==> src/rtl/seg_scan_ctrl.sv <==
// Scan controller for a multiplexed 7-segment display: holds one nibble per digit,
// lights one digit at a time with an optional all-dark guard gap between digits.
module seg_scan_ctrl #(
  parameter int DIGITS          = 8,
  parameter int TICKS_PER_DIGIT = 100000,
  parameter int BLANK_TICKS     = 1000
) (
  input  logic       clk,
  input  logic       rst_n,
  input  logic       en,
  input  logic       wr_en,
  input  logic [2:0] wr_addr,
  input  logic [3:0] wr_data,
  input  logic [7:0] dig_mask,
  output logic [2:0] sel,
  output logic [3:0] nibble,
  output logic [7:0] an,
  output logic       blank,
  output logic       frame_done
);

  localparam int MAX_T = (TICKS_PER_DIGIT > BLANK_TICKS) ? TICKS_PER_DIGIT : BLANK_TICKS;
  localparam int CW    = (MAX_T > 1) ? $clog2(MAX_T) : 1;

  localparam logic [2:0]    SEL_LAST = 3'(DIGITS - 1);
  localparam logic [CW-1:0] T_LAST   = CW'(TICKS_PER_DIGIT - 1);
  localparam logic [CW-1:0] B_LAST   = CW'((BLANK_TICKS > 0) ? (BLANK_TICKS - 1) : 0);

  typedef enum logic [1:0] {IDLE, ON, GUARD} state_t;

  state_t        state_reg, state_next;
  logic [2:0]    sel_reg, sel_next;
  logic [CW-1:0] cnt_reg, cnt_next;
  logic [7:0]    an_reg, an_next;
  logic          frame_done_reg;
  logic          wrap;

  // Always 8 entries so any 3-bit index is in range; entries >= DIGITS stay zero.
  logic [3:0] digit_mem [8];

  always_ff @(posedge clk or negedge rst_n) begin
    if (!rst_n) begin
      for (int i = 0; i < 8; i++) digit_mem[i] <= 4'h0;
    end else begin
      for (int i = 0; i < 8; i++) begin
        if (wr_en && (wr_addr == 3'(i)) && (i < DIGITS)) digit_mem[i] <= wr_data;
      end
    end
  end

  // State register
  always_ff @(posedge clk or negedge rst_n) begin
    if (!rst_n) begin
      state_reg      <= IDLE;
      sel_reg        <= 3'd0;
      cnt_reg        <= '0;
      an_reg         <= 8'hFF;
      frame_done_reg <= 1'b0;
    end else begin
      state_reg      <= state_next;
      sel_reg        <= sel_next;
      cnt_reg        <= cnt_next;
      an_reg         <= an_next;
      frame_done_reg <= wrap;
    end
  end

  // Next-state logic
  always_comb begin
    state_next = state_reg;
    sel_next   = sel_reg;
    cnt_next   = cnt_reg;
    wrap       = 1'b0;
    if (!en) begin
      state_next = IDLE;
      sel_next   = 3'd0;
      cnt_next   = '0;
    end else begin
      unique case (state_reg)
        IDLE: begin
          state_next = ON;
          sel_next   = 3'd0;
          cnt_next   = '0;
        end
        ON: begin
          if (cnt_reg == T_LAST) begin
            cnt_next = '0;
            if (BLANK_TICKS > 0) begin
              state_next = GUARD;
            end else begin
              wrap     = (sel_reg == SEL_LAST);
              sel_next = wrap ? 3'd0 : sel_reg + 3'd1;
            end
          end else begin
            cnt_next = cnt_reg + CW'(1);
          end
        end
        GUARD: begin
          if (cnt_reg == B_LAST) begin
            cnt_next   = '0;
            state_next = ON;
            wrap       = (sel_reg == SEL_LAST);
            sel_next   = wrap ? 3'd0 : sel_reg + 3'd1;
          end else begin
            cnt_next = cnt_reg + CW'(1);
          end
        end
        default: begin
          state_next = IDLE;
          sel_next   = 3'd0;
          cnt_next   = '0;
        end
      endcase
    end
  end

  // Anode drive is registered from the next state so the first lit cycle follows en directly
  always_comb begin
    an_next = 8'hFF;
    if (state_next == ON && dig_mask[sel_next]) an_next = ~(8'b1 << sel_next);
  end

  assign sel        = sel_reg;
  assign an         = an_reg;
  assign blank      = (an_reg == 8'hFF);
  assign frame_done = frame_done_reg;
  assign nibble     = digit_mem[sel_reg];

endmodule
==> config.mk <==
export PLATFORM = sky130hd
export DESIGN_NAME = seg_scan_ctrl
export DESIGN_NICKNAME = d
export VERILOG_FILES = /design/src/rtl/seg_scan_ctrl.sv
export SDC_FILE = /design/constraint.sdc
export NUM_CORES = 1
export LEC_CHECK = 0
export ABC_AREA = 1
export CAP_MARGIN = 5
export CORE_MARGIN = 2
export CORE_UTILIZATION = 56
export DETAILED_ROUTE_END_ITERATION = 6
export PLACE_DENSITY = 0.82
export SYNTH_ARGS = -nofsm -noshare
export SYNTH_HDL_FRONTEND = slang
export SYNTH_SLANG_ARGS = --single-unit
==> constraint.sdc <==
create_clock -name clk -period 1.98 [get_ports clk]
set_input_delay 0.297 -clock clk [delete_from_list [all_inputs] [get_ports clk]]
set_output_delay 0.297 -clock clk [all_outputs]
set_load 0.02 [all_outputs]
==> results of run 1 <==
## critical path, cell delays in order (launching register included)
cell and delay [ns]:
dfrtp_2 0.43, clkinvlp_2 0.21, o21ai_0 0.22, o22ai_1 0.09, nor2_1 0.10, a31oi_1 0.06
buf_4 0.18
## metrics by stage
stage | worst slack, ns | area, sq um | std cells | power (mW) | util (%)
floorplan | 0.135 | 3240 | 399 | 1.69 | -
global placement | 0.0145 | 3740 | 510 | 1.86 | 67.5
detailed placement | -0.0184 | 3740 | 510 | 1.87 | 67.5
CTS | 0.0131 | 3920 | 527 | 2.88 | 70.7
global route | -0.0475 | 4080 | 533 | 3.03 | 73.6
finish | 0.0434 | 4080 | 533 | 2.88 | 73.6
## cell type report
| class | instances | area [sq um] | share of cell area, % |
|---|---|---|---|
| clock buffers | 10 | 138 | 3.38 |
| clock inverters | 6 | 46.3 | 1.14 |
| inverters | 49 | 186 | 4.57 |
| multi-input cells | 281 | 1550 | 37.9 |
| flip-flops and latches | 63 | 1590 | 39.0 |
| well taps | 72 | 90.1 | 2.21 |
| repair buffers | 51 | 473 | 11.6 |
| repair inverters | 1 | 5.00 | 0.123 |
## worst paths after layout
path                               start             to  depth (start not counted)
hold reg to reg            digit_mem[31]  digit_mem[31]                          2
setup reg to reg                  sel[0]          an[0]                         12
min in group clk           digit_mem[31]  digit_mem[31]                          2
hold / removal                     rst_n   digit_mem[2]                          3
setup / recovery                  sel[0]      nibble[0]                          6
max in group asynchronous          rst_n          an[3]                          3
## what timing repair did
action	CTS	global route
buffers inserted	0	4
cloned	0	2
gates resized for setup	25	39
hold endpoints to repair	55	0
hold buffers	1	0
endpoints found under the setup margin	13	15
pin swaps	1	16
## placed cells by master, fill, tap and decap left out, types with 2 or more instances in the layout
cell type / n
a21oi_1: 4
dfrtp_1: 51
clkbuf_8: 10
o22ai_2: 2
dfrtp_2: 4
buf_6: 3
nand4_1: 14
inv_2: 8
o211ai_1: 4
nor3_1: 4
nand2_2: 13
dfstp_2: 8
nand3b_1: 4
o21ai_2: 4
clkdlybuf4s50_1: 29
buf_2: 4
nor2_1: 57
nor2_4: 3
nor2_2: 5
o21ai_0: 39
a31oi_1: 4
inv_1: 40
o21ai_1: 7
clkinvlp_4: 5
ha_2: 2
nand2_4: 5
nand3_1: 12
o22ai_1: 3
ha_1: 3
buf_4: 12
xor2_1: 7
nand2_1: 76
ha_4: 2
## metal layers
metal | GRT usage, % | share of wire (%)
met4 | 9.15 | 2.5
met5 | 0 | 0
met2 | 42.8 | 51
met1 | 30.6 | 41
met3 | 5.73 | 4.8
## where the power goes
group / internal, mW / total (mW) / switching (mW)
registers: 1.42 / 1.50 / 0.0792
clock network: 0.489 / 1.03 / 0.537
logic: 0.147 / 0.358 / 0.212
## kinds of logic (layout without fill, tap and decap cells)
group,Yosys count,after routing,synth area share [%]
AO/OA/AOI/OAI,70,70,12.0
XOR/XNOR,7,7,1.89
adder cells (fa/ha/maj),7,7,2.70
buffers and inverters,55,117,6.48
flip-flops,63,63,48.9
AND/OR/NAND/NOR,197,197,28.0
==> results.sh, run 1 <==
export IMPL_status="complete, no violations"
export IMPL_clkSinkCount=63
export IMPL_synth_top_cell_area_share_pct=42.4
export IMPL_powerDensity_mw_per_mm2=706
export IMPL_hold_slack_ns=0.481
export IMPL_die_x_um=80.1
export IMPL_areaGrowthSynthToFinish_pct=25.7
export IMPL_synth_area_leaders="dfrtp_1, nand2_1, o21ai_0, nor2_1, dfstp_2"
export IMPL_overflow=0
export IMPL_diodes=0
export IMPL_grt_pass1_vias=2741
export IMPL_drive_above_1_share_pct=21.0
export IMPL_post_dp_hpwl_um=5070
export IMPL_core_sq_mm=0.00554
export IMPL_synth_largest_area_cell="dfrtp_1"
export IMPL_setup_viol=0
export IMPL_die_area_sq_mm=0.00642
export IMPL_post_drt_wl_per_cell_um=14.3
export IMPL_rsz0062_at_grt="yes"
export IMPL_antenna_found_initial=0
export IMPL_setup_tns_ns=0
export IMPL_cp_max_fo=5
export IMPL_clk_pin_slew_ns=0.07
export IMPL_dr_pass1_iters=4
export IMPL_yosysMostFrequentCell="nand2_1"
export IMPL_h_tree_depth=3
export IMPL_nets=482
export IMPL_cts_root_buffer="clkbuf_8"
export IMPL_grt_max_degree=64
export IMPL_numPortBuffers=35
export IMPL_yosysWarnings=0
export IMPL_finClkSkew_ns=0.00385
export IMPL_cts_buffers=9
export IMPL_rrSetupSlack_ns=0.06
export IMPL_yosys_register_bits=63
export IMPL_synth_edff_count=0
export IMPL_hold_viol_final=0
export IMPL_synth_seq_area_share_pct=48.9
export IMPL_max_slew_margin_pct=78.6
export IMPL_grt_pass1_wl_um=12300
export IMPL_min_period_ns=1.94
export IMPL_synthArstFlopShare_pct=100
export IMPL_worst_pin_slew_ns=0.321
export IMPL_synth_common_cells="nand2_1, nor2_1, dfrtp_1"
export IMPL_place_gp_congestion=0.922
export IMPL_syn_area_sq_mm=0.00324
export IMPL_worstHoldPathType="in -> async"
export IMPL_fillers=421
export IMPL_cp_arrival_ns=1.64
export IMPL_fmax_mhz=516
export IMPL_clock_path_buffers=2
export IMPL_cp_start_kind="flop"
export IMPL_end_kind="primary output"
export IMPL_drc_errors=0
export IMPL_yosysUniqueCellTypes=32
export IMPL_vias=2916
export IMPL_p_leak_nw=1.89
export IMPL_cts_tree="done"
export IMPL_postSynthAreaPerCell_sq_um=8.13
export IMPL_irDropWorstVdd_mv=0.557
export IMPL_rows=27
export IMPL_initial_utilization_pct=58.5
export IMPL_maxCapViolCount=0
export IMPL_io_pin_count=36
export IMPL_ys_flop_type="dfrtp_1"
export IMPL_largest_reg_flops=32
export IMPL_synthCells=399
export IMPL_ant_nets=0
export IMPL_worstSetupPathType="reg -> out"
export IMPL_die_height_um=80.1
export IMPL_clock_latency_ns=0.34
export IMPL_grt_usage_pct=24.9
export IMPL_initialDrtViolationCount=175
export IMPL_finalMaxSlewViolations=0
export IMPL_fin_crit_sh_pct=97.8
export IMPL_routed_via_density=5.47
export IMPL_syn_num_nets=425
export IMPL_critPathRequiredTime_ns=1.68
export IMPL_routed_wl_um=7630
No activity file was read; power rests on OpenSTA's default activity.
==> inputs of run 2 (changes only) <==
- CTS_CLUSTER_SIZE: default -> 16
==> results of run 2 <==
Final layout, timing and power as in run 1 (identical DEF).
==> inputs of run 3 (changes only) <==
- GPL_TIMING_DRIVEN: default -> 0
- clock period: 1.98 -> 2.1 ns (I/O delays scaled with it)
==> results.sh, run 3 (synthesized netlist as in run 1, its figures left out) <==
export IMPL_fin_ws_ns=0.0859
export IMPL_multiInputGateArea_sq_mm=0.00146
export IMPL_end_kind="primary output"
export IMPL_max_slew_margin_pct=52.7
export IMPL_cts_hold_buf=0
export IMPL_worstHoldPathType="in -> async"
export IMPL_io_pin_count=36
export IMPL_clock_latency_ns=0.34
export IMPL_rows=27
export IMPL_use_met3_pct=3.03
export IMPL_vias=2799
export IMPL_cp_start_kind="flop"
export IMPL_combPwrFrac_pct=11.5
export IMPL_die_area_sq_mm=0.00642
export IMPL_antenna_found_initial=0
export IMPL_final_common_cell="nand2_1"
export IMPL_routed_wl_um=6820
export IMPL_cp_max_fo=10
export IMPL_cts_tree="done"
export IMPL_power_frac_clock_pct=38.1
export IMPL_powerDensity_mw_per_mm2=707
export IMPL_cts_buffers=9
export IMPL_worst_pin_slew_ns=0.704
export IMPL_initialDrtViolationCount=184
export IMPL_hold_slack_ns=0.00319
export IMPL_pre_cts_slack_ns=-0.373
export IMPL_overflow=0
export IMPL_core_sq_mm=0.00554
export IMPL_slowest_stage="dfrtp_2"
export IMPL_top_usage_layer="met2"
export IMPL_met2_usage_pct=40.3
export IMPL_worstPathCellList="inv_4 -> clkbuf_8 -> nor2_1 -> o22ai_1 -> nor2_1 -> a31oi_1 -> buf_4"
export IMPL_register_area_sq_mm=0.00159
export IMPL_p_int_mw=2.07
export IMPL_fmax_mhz=496
export IMPL_grt_max_degree=37
export IMPL_die_height_um=80.1
export IMPL_diodes=0
export IMPL_crit_family="flip-flops"
export IMPL_finClkSkew_ns=0.00879
export IMPL_min_period_ns=2.01
export IMPL_nets=473
export IMPL_swShare_pct=25.3
export IMPL_dr_pass1_iters=4
export IMPL_crit_buf_inv=3
export IMPL_place_gp_congestion=0.869
export IMPL_ant_nets=0
export IMPL_post_drt_wl_per_cell_um=13.0
export IMPL_finalMaxSlewViolations=0
export IMPL_h_tree_depth=3
export IMPL_worst_r2r_startpoint="cnt_reg[0]"
export IMPL_clkSinkCount=63
export IMPL_critPathRequiredTime_ns=1.78
export IMPL_worstSetupPathType="reg -> out"
export IMPL_startpoint="sel[0]"
export IMPL_drive_above_1_share_pct=15.1
export IMPL_setup_viol=0
export IMPL_seqPwrFrac_pct=50.4
export IMPL_die_x_um=80.1
export IMPL_largest_reg_flops=32
export IMPL_rsz0062_at_grt="no"
export IMPL_clk_pin_slew_ns=0.07
export IMPL_hold_viol_final=0
export IMPL_p_leak_nw=1.86
export IMPL_areaGrowthSynthToFinish_pct=20.8
export IMPL_fillers=460
export IMPL_cp_arrival_ns=1.70
export IMPL_routed_via_density=5.35
export IMPL_status="complete, no violations"
export IMPL_slowest_delay_ns=0.46
export IMPL_clock_path_buffers=2
export IMPL_cts_root_buffer="clkbuf_8"
export IMPL_final_cell_mix="nand2_1, nor2_1, dfrtp_1, o21ai_0, inv_1"
export IMPL_finalNonFillerCells=523
export IMPL_grt_usage_pct=23.8
export IMPL_grt_pass1_vias=2639
export IMPL_grt_pass1_wl_um=11700
export IMPL_place_inst=507
export IMPL_drc_errors=0
export IMPL_irDropWorstVdd_mv=0.536
export IMPL_p_sw_mw=0.701
export IMPL_maxCapViolCount=0
export IMPL_use_met1_pct=29.7
export IMPL_initial_utilization_pct=58.5
export IMPL_fin_crit_sh_pct=95.9
export IMPL_numPortBuffers=35
export IMPL_cp_common_cell="nor2_1"
export IMPL_utilization_pct=70.7
export IMPL_post_dp_hpwl_um=4900
==> run 3: changes by cell type in the layout (fill, tap and decap cells not counted), moves of 4 or more <==
cell	previous run	this run
nand2_2	13	7
clkinvlp_4	5	0
buf_4	12	3
o21ai_1	7	3
nand2_1	76	82
o21ai_0	39	47
o21ai_2	4	0
==> run 3: timing repair <==
item                       CTS  global route
setup endpoints to repair    4            12
gates resized for setup     30             7
setup buffers                0             1
==> run 3: worst paths after layout <==
| path | to | slack (ns) | cells after the start |
|---|---|---|---|
| worst max-delay path | nibble[0] | 0.09 | 7 |
| worst min-delay path | digit_mem[9] | 0.003 | 1 |
| worst max register to register | cnt_reg[0] | 0.21 | 11 |
| worst min register to register | digit_mem[27] | 0.48 | 2 |
| max in group asynchronous | an[2] | 1.42 | 2 |
| min in group clk | digit_mem[27] | 0.48 | 2 |
==> run 3: final cells by class <==
cell class | count | share of cell area, %
well taps | 72 | 2.30
flip-flops and latches | 63 | 40.6
multi-input cells | 281 | 37.1
clock inverters | 4 | 1.15
repair buffers | 37 | 9.07
inverters | 49 | 4.82
plain buffers | 6 | 1.09
clock buffers | 11 | 3.86
==> run 3: stage by stage <==
stage	power (mW)	TNS, ns	area (sq um)
global route	2.90	0	3920
floorplan	1.60	0	3240
CTS	2.78	0	3890
finish	2.77	0	3920
detailed placement	1.75	-1.33	3700
global placement	1.73	-74.04	3680
==> run 3: power by group through the flow <==
stage               sequential, mW  clock, mW  combinational (mW)
floorplan                     1.40          0               0.195
global placement              1.41          0               0.320
detailed placement            1.41          0               0.331
CTS                           1.39       1.07               0.319
global route                  1.41       1.12               0.373
finish                        1.39       1.06               0.317
==> run 3: metal layers <==
metal	wire (um)	vias up
li1	-	1393
met1	3070	1324
met2	3360	68
met3	222	14
met4	165	0
met5	0	-
